--- src/rtl/aes_req_arbiter.sv ---
// aes_req_arbiter
//   Shares one AES core among NUM_REQ requesters. Requests are granted
//   round-robin, one at a time. The granted plaintext and key are latched and
//   held for the core, and a single-cycle start is issued. The ciphertext, or
//   a watchdog error, is then returned on one back-pressured response channel
//   tagged with the requester index.
//
//   Ports
//     iClk, iRst         clock, asynchronous active-high reset
//     iReqValid          per-requester request valid
//     oReqReady          one-hot, 1-cycle grant pulse
//     iReqPlaintext      requester r at [128*r +: 128]
//     iReqKey            requester r at [KEY_SIZE*r +: KEY_SIZE]
//     oCoreStart         start pulse to the core
//     oCorePlaintext     latched plaintext to the core
//     oCoreKey           latched key to the core
//     iCoreCiphertext    core result
//     iCoreDone          core done pulse
//     oRspValid          response valid
//     iRspReady          response accept
//     oRspId             index of the requester being answered
//     oRspCiphertext     result (0 on error)
//     oRspErr            watchdog timeout flag
//     oBusy              high whenever not idle
//     oDoneCount         completed responses, wraps
module aes_req_arbiter #(
   parameter int NUM_REQ        = 4,
   parameter int KEY_SIZE       = 128,
   parameter int ID_W           = 2,
   parameter int TIMEOUT_CYCLES = 64
) (
   input  logic                         iClk,
   input  logic                         iRst,
   input  logic [NUM_REQ-1:0]           iReqValid,
   output logic [NUM_REQ-1:0]           oReqReady,
   input  logic [NUM_REQ*128-1:0]       iReqPlaintext,
   input  logic [NUM_REQ*KEY_SIZE-1:0]  iReqKey,
   output logic                         oCoreStart,
   output logic [127:0]                 oCorePlaintext,
   output logic [KEY_SIZE-1:0]          oCoreKey,
   input  logic [127:0]                 iCoreCiphertext,
   input  logic                         iCoreDone,
   output logic                         oRspValid,
   input  logic                         iRspReady,
   output logic [ID_W-1:0]              oRspId,
   output logic [127:0]                 oRspCiphertext,
   output logic                         oRspErr,
   output logic                         oBusy,
   output logic [15:0]                  oDoneCount
);

   localparam int WD_W = $clog2(TIMEOUT_CYCLES) + 1;

   typedef enum logic [1:0] {S_IDLE, S_ISSUE, S_WAIT, S_RESP} state_t;

   state_t                state, state_nxt;
   logic [ID_W-1:0]       last;      // most recently answered requester
   logic [ID_W-1:0]       id;        // requester currently in flight
   logic [WD_W-1:0]       wd;
   logic                  timeout;

   logic                  any_req;
   logic [NUM_REQ-1:0]    gnt;
   logic [ID_W-1:0]       gnt_id;
   logic [127:0]          gnt_pt;
   logic [KEY_SIZE-1:0]   gnt_key;

   assign timeout = (wd == WD_W'(TIMEOUT_CYCLES - 1));

   // Round-robin pick: scan last+1, last+2, ... and take the first valid one.
   always_comb begin
      any_req = 1'b0;
      gnt     = '0;
      for (int k = 1; k <= NUM_REQ; k++) begin
         for (int i = 0; i < NUM_REQ; i++) begin
            if (!any_req && iReqValid[i] && ((int'(last) + k) % NUM_REQ) == i) begin
               any_req = 1'b1;
               gnt[i]  = 1'b1;
            end
         end
      end
   end

   // One-hot select of the winner's id and data.
   always_comb begin
      gnt_id  = '0;
      gnt_pt  = '0;
      gnt_key = '0;
      for (int i = 0; i < NUM_REQ; i++) begin
         if (gnt[i]) begin
            gnt_id  = ID_W'(i);
            gnt_pt  = iReqPlaintext[128*i +: 128];
            gnt_key = iReqKey[KEY_SIZE*i +: KEY_SIZE];
         end
      end
   end

   // State register
   always_ff @(posedge iClk or posedge iRst) begin
      if (iRst) state <= S_IDLE;
      else      state <= state_nxt;
   end

   // Next-state logic; a done in the timeout cycle still counts as success.
   always_comb begin
      state_nxt = state;
      case (state)
         S_IDLE:  if (any_req)               state_nxt = S_ISSUE;
         S_ISSUE:                            state_nxt = S_WAIT;
         S_WAIT:  if (iCoreDone || timeout)  state_nxt = S_RESP;
         S_RESP:  if (iRspReady)             state_nxt = S_IDLE;
         default:                            state_nxt = S_IDLE;
      endcase
   end

   // Registered outputs and datapath. Core operands only change on a grant,
   // so they stay stable for the whole core operation.
   always_ff @(posedge iClk or posedge iRst) begin
      if (iRst) begin
         oReqReady      <= '0;
         oCoreStart     <= 1'b0;
         oCorePlaintext <= '0;
         oCoreKey       <= '0;
         oRspValid      <= 1'b0;
         oRspId         <= '0;
         oRspCiphertext <= '0;
         oRspErr        <= 1'b0;
         oBusy          <= 1'b0;
         oDoneCount     <= '0;
         last           <= ID_W'(NUM_REQ - 1);
         id             <= '0;
         wd             <= '0;
      end else begin
         oReqReady  <= '0;
         oCoreStart <= 1'b0;
         oBusy      <= (state_nxt != S_IDLE);
         case (state)
            S_IDLE: begin
               if (any_req) begin
                  oReqReady      <= gnt;
                  oCorePlaintext <= gnt_pt;
                  oCoreKey       <= gnt_key;
                  id             <= gnt_id;
               end
            end
            S_ISSUE: begin
               oCoreStart <= 1'b1;
               wd         <= '0;
            end
            S_WAIT: begin
               if (iCoreDone) begin
                  oRspValid      <= 1'b1;
                  oRspId         <= id;
                  oRspCiphertext <= iCoreCiphertext;
                  oRspErr        <= 1'b0;
               end else if (timeout) begin
                  oRspValid      <= 1'b1;
                  oRspId         <= id;
                  oRspCiphertext <= '0;
                  oRspErr        <= 1'b1;
               end else begin
                  wd <= wd + WD_W'(1);
               end
            end
            S_RESP: begin
               if (iRspReady) begin
                  oRspValid  <= 1'b0;
                  last       <= id;
                  oDoneCount <= oDoneCount + 16'd1;
               end
            end
            default: ;
         endcase
      end
   end

endmodule
--- config.mk ---
export PLATFORM = sky130hd
export DESIGN_NAME = aes_req_arbiter
export DESIGN_NICKNAME = d
export VERILOG_FILES = /design/src/rtl/aes_req_arbiter.sv
export SDC_FILE = /design/constraint.sdc
export NUM_CORES = 1
export LEC_CHECK = 0
export BUFFER_PORTS_ARGS = -buffer_cell sky130_fd_sc_hd__buf_2
export CORE_AREA = 5 5 607 609
export CTS_CLUSTER_DIAMETER = 40
export DETAILED_ROUTE_END_ITERATION = 10
export DIE_AREA = 0 0 612 614
export GPL_TIMING_DRIVEN = 0
export MAX_ROUTING_LAYER = met4
export SLEW_MARGIN = 20
export SYNTH_ARGS = -nofsm -noshare
export SYNTH_HDL_FRONTEND = slang
export SYNTH_SLANG_ARGS = --single-unit
--- constraint.sdc ---
create_clock -name iClk -period 12.9 [get_ports iClk]
set_input_delay 0 -clock iClk [delete_from_list [all_inputs] [get_ports iClk]]
set_output_delay 0 -clock iClk [all_outputs]
set_load 0.01 [all_outputs]
==> results.yml <==
grt:
  grt_pass1_vias: 35512
  grt_max_degree: 99
  number_of_antenna_violations_at_the_first_check_in_global_routing: 440
  grt_overflow_total: 0
  first_pass_grt_wire_length_um: 459000
  track_usage_pct: 20.1
synthesis:
  ys_warn_count: 0
  sequential_to_total_area_share_from_yosys_stat_pct: 46.3
  synth_top_flop_cell: "sky130_fd_sc_hd__dfrtp_1"
  synthesis.nets: 3109
  avg_cell_area_syn_um2: 11.7
  synth_seq_cells: 423
  synth_edf_count: 0
  synthesis.instances: 1947
  syn_area_um2: 22900
  yosysUniqueCellTypes: 50
  synth_async_sr_flop_share_pct: 100
timing:
  fin_skew_ns: 0.148
  timing.fmax_ghz: 0.211
  setup-violations-final: 0
  final.period_utilization_pct: 36.8
  timing.final.ws_setup_ns: 8.15
  worst_pin_slew_ns: 1.25
  report.final.hold_viol_count: 0
  finalMaxSlewViolations: 0
  timing.final.crit_period_ns: 4.75
  max-slew-margin-rel_pct: 16.8
  fin_hold_ws_ns: 0.0932
  grt_setup_unrepaired: "no"
  timing.setup.tns_ns: 0
layout:
  utilization_pct: 14.8
  post_route_cells_drive_above_1_share_pct: 48.1
  final-seq-area_um2: 10600
  finalNetCount: 5957
  fillerInstances: 40594
  multiInputGateArea_um2: 10800
  stdcell_area_um2: 53500
  area_growth_syn_to_layout_pct: 134
  final_cells: 10152
run:
  timing.max_cap.violations: 0
min_path:
  worstHoldPathType: "in -> reg"
  holdCritStartpoint: "iReqPlaintext[240]"
  hold_path_depth: 4
  endpoint_of_the_worst_hold_timing_path: "oCorePlaintext[112]"
detailed_routing:
  antenna_left: 0
  met1_length_um: 126000
  routed-wl-met3_um: 67300
  detailedRoute.firstPassIterationCount: 5
  wl_met2_um: 172000
  wl_per_cell_um: 38.2
  routed_wl_um: 388000
  top_layer_used: "met4"
  avgViaCountPerCell: 3.56
  drt_iter0_markers: 3581
  via_count: 36143
  drc: 0
floorplanning:
  initial_utilization_pct: 6.32
  floorplan.io_pins: 1570
  chipWidth_um: 612
  floorplan.die.height_um: 614
  core-area_um2: 362000
  die_footprint_um2: 376000
  rows: 221
worst_setup_path:
  worst_setup_path_start_kind: "flip-flop"
  cp_slowest_stage_delay_ns: 0.85
  r2r.worst_path.cells: 8
  worstPathCellList: "nor2_1 > a21boi_0 > buf_2 > buf_2 > buf_2 > o221ai_1 > a22oi_2 > dlygate4sd3_1"
  reg2reg_launch_point: "state[1]"
  worst-r2r-setup-slack_ns: 8.15
  r2r-end: "oCoreKey[41]"
  worst-endpoint-required_ns: 13.62
  worst-path-max-fanout: 12
  cp-end-kind: "flip-flop"
  criticalPathCategory: "reg -> reg"
  path_buf_inv: 4
  worst_path_dominant_cell_family: "buffers and inverters"
  critPathMostFrequentCell: "sky130_fd_sc_hd__buf_2"
  crit_arrival_ns: 5.47
  critPathSlowestCell: "sky130_fd_sc_hd__buf_2"
outcome:
  outcome: "finished clean"
clock_tree:
  clock-root-buffer: "sky130_fd_sc_hd__clkbuf_16"
  h-tree-depth: 3
  clock_transition_at_path_regs_ns: 0.05
  clock_latency_ns: 0.90
  ctsHoldBuffers: 1154
  cts_made_buffers: 110
  tritoncts: "built"
  buffer_depth_of_the_longest_clock_path: 4
  postCtsSetupRepairBufs: 0
  cts_resized: 0
  clock_sinks: 423
place:
  dp.final_hpwl_um: 334000
  portBuffers: 1567
  gpl.final_weighted_congestion: 0.987
  pre_cts_ws_ns: 8.55
  dpl_cell_area_um2: 37100
  dp.cells: 8322
power:
  ir_worst_vdd_uv: 147
  post-layout-total-power_mw: 12.7
  power.static_leakage_nw: 22.6
  powerDensity_nw_per_um2: 237
placed cells by master (no fill, tap or decap), types with 9 or more instances in the layout:
master	instances
sky130_fd_sc_hd__diode_2	479
sky130_fd_sc_hd__nand2_1	280
sky130_fd_sc_hd__clkbuf_16	111
sky130_fd_sc_hd__dlygate4sd3_1	1154
sky130_fd_sc_hd__dfrtp_1	421
sky130_fd_sc_hd__buf_4	52
sky130_fd_sc_hd__nand3_1	9
sky130_fd_sc_hd__a22o_1	128
sky130_fd_sc_hd__clkinvlp_4	21
sky130_fd_sc_hd__a22oi_1	162
sky130_fd_sc_hd__o221ai_2	15
sky130_fd_sc_hd__xor2_1	9
sky130_fd_sc_hd__o221ai_1	240
sky130_fd_sc_hd__buf_6	43
sky130_fd_sc_hd__clkinv_2	20
sky130_fd_sc_hd__clkbuf_1	34
sky130_fd_sc_hd__clkbuf_8	9
sky130_fd_sc_hd__a22oi_2	348
sky130_fd_sc_hd__bufinv_16	10
sky130_fd_sc_hd__buf_2	1676
sky130_fd_sc_hd__nor2_1	18
cell usage after synthesis, types with 2 or more instances:
cell type	instances	share of area [%]
sky130_fd_sc_hd__a21o_1	3	0.099
sky130_fd_sc_hd__a21oi_1	5	0.11
sky130_fd_sc_hd__a22o_1	128	4.9
sky130_fd_sc_hd__a22oi_1	162	5.3
sky130_fd_sc_hd__a22oi_2	348	19
sky130_fd_sc_hd__and2_1	3	0.082
sky130_fd_sc_hd__and3_1	5	0.14
sky130_fd_sc_hd__buf_1	6	0.099
sky130_fd_sc_hd__buf_2	109	2.4
sky130_fd_sc_hd__buf_4	49	1.6
sky130_fd_sc_hd__buf_6	41	2.0
sky130_fd_sc_hd__clkbuf_1	29	0.48
sky130_fd_sc_hd__dfrtp_1	421	46
sky130_fd_sc_hd__dfstp_2	2	0.23
sky130_fd_sc_hd__ha_1	2	0.11
sky130_fd_sc_hd__inv_1	6	0.099
sky130_fd_sc_hd__mux2_2	2	0.099
sky130_fd_sc_hd__nand2_1	280	4.6
sky130_fd_sc_hd__nand2b_1	2	0.055
sky130_fd_sc_hd__nand3_1	9	0.20
sky130_fd_sc_hd__nand4_1	5	0.14
sky130_fd_sc_hd__nor2_1	18	0.30
sky130_fd_sc_hd__nor2b_1	2	0.055
sky130_fd_sc_hd__nor3_1	3	0.066
sky130_fd_sc_hd__nor3b_1	2	0.066
sky130_fd_sc_hd__o211ai_1	3	0.099
sky130_fd_sc_hd__o211ai_2	2	0.11
sky130_fd_sc_hd__o21ai_0	7	0.15
sky130_fd_sc_hd__o21ai_1	4	0.088
sky130_fd_sc_hd__o221ai_1	255	9.8
sky130_fd_sc_hd__xnor2_1	7	0.27
sky130_fd_sc_hd__xor2_1	9	0.34
layer usage:
layer	track usage (%)	vias to the layer above
met3	14.8	959
li1	-	14259
met5	-	-
met2	30.3	3133
met1	18.9	17792
met4	10.3	0
kinds of logic (layout without fill, tap and decap cells):
group | count (synthesis) | count (layout) | synth area share, %
AOI/OAI and AO/OA | 930 | 930 | 40.3
adders and majority gates | 2 | 2 | 0.109
and+or+nand+nor | 334 | 334 | 5.88
buffers and inverters | 240 | 3172 | 6.69
DFF | 423 | 423 | 46.3
muxes | 2 | 2 | 0.0985
other | 0 | 479 | 0
xor gates and xnor gates | 16 | 16 | 0.613
how the worst max path moves through the flow:
stage | startpoint | endpoint | depth (start not counted)
3_3_place_gp | iRst | oCoreKey[4] | 2
6_report | state[1] | oCoreKey[41] | 8
4_1_cts | state[1] | oCoreKey[40] | 8
3_5_place_dp | state[1] | oCoreKey[34] | 7
5_1_grt | state[1] | oCoreKey[33] | 8
2_1_floorplan | iRst | id[0] | 1
flip-flops by register name, summed over array words and instances, names as in the netlist:
register,flops
oBusy,1
wd,7
oDoneCount,16
oCorePlaintext,128
last,2
oRspValid,1
oCoreKey,128
oRspId,2
oReqReady,4
id,2
oRspCiphertext,128
state,2
oRspErr,1
oCoreStart,1
where the power goes:
group	switching (mW)	internal, mW
logic	4.60	2.85
clock network	1.04	1.82
registers	0.401	1.95
total	6.04	6.62
cell type report:
type,count,share of cell area [%]
repair buffers,2736,36.7
multi-input cells,1284,20.2
flip-flops and latches,423,19.8
well taps,4794,11.2
clock buffers,131,5.50
plain buffers,234,2.83
diodes,479,2.24
clock inverters,65,1.40
inverters,6,0.0561
worst register-to-register path, stage by stage (launching register included):
cell and delay (ns):
sky130_fd_sc_hd__dfrtp_1 0.44, sky130_fd_sc_hd__nor2_1 0.22, sky130_fd_sc_hd__a21boi_0 0.18, sky130_fd_sc_hd__buf_2 0.54, sky130_fd_sc_hd__buf_2 0.88, sky130_fd_sc_hd__buf_2 0.80
sky130_fd_sc_hd__o221ai_1 0.66, sky130_fd_sc_hd__a22oi_2 0.27, sky130_fd_sc_hd__dlygate4sd3_1 0.57
No activity file was read; power rests on OpenSTA's default activity.
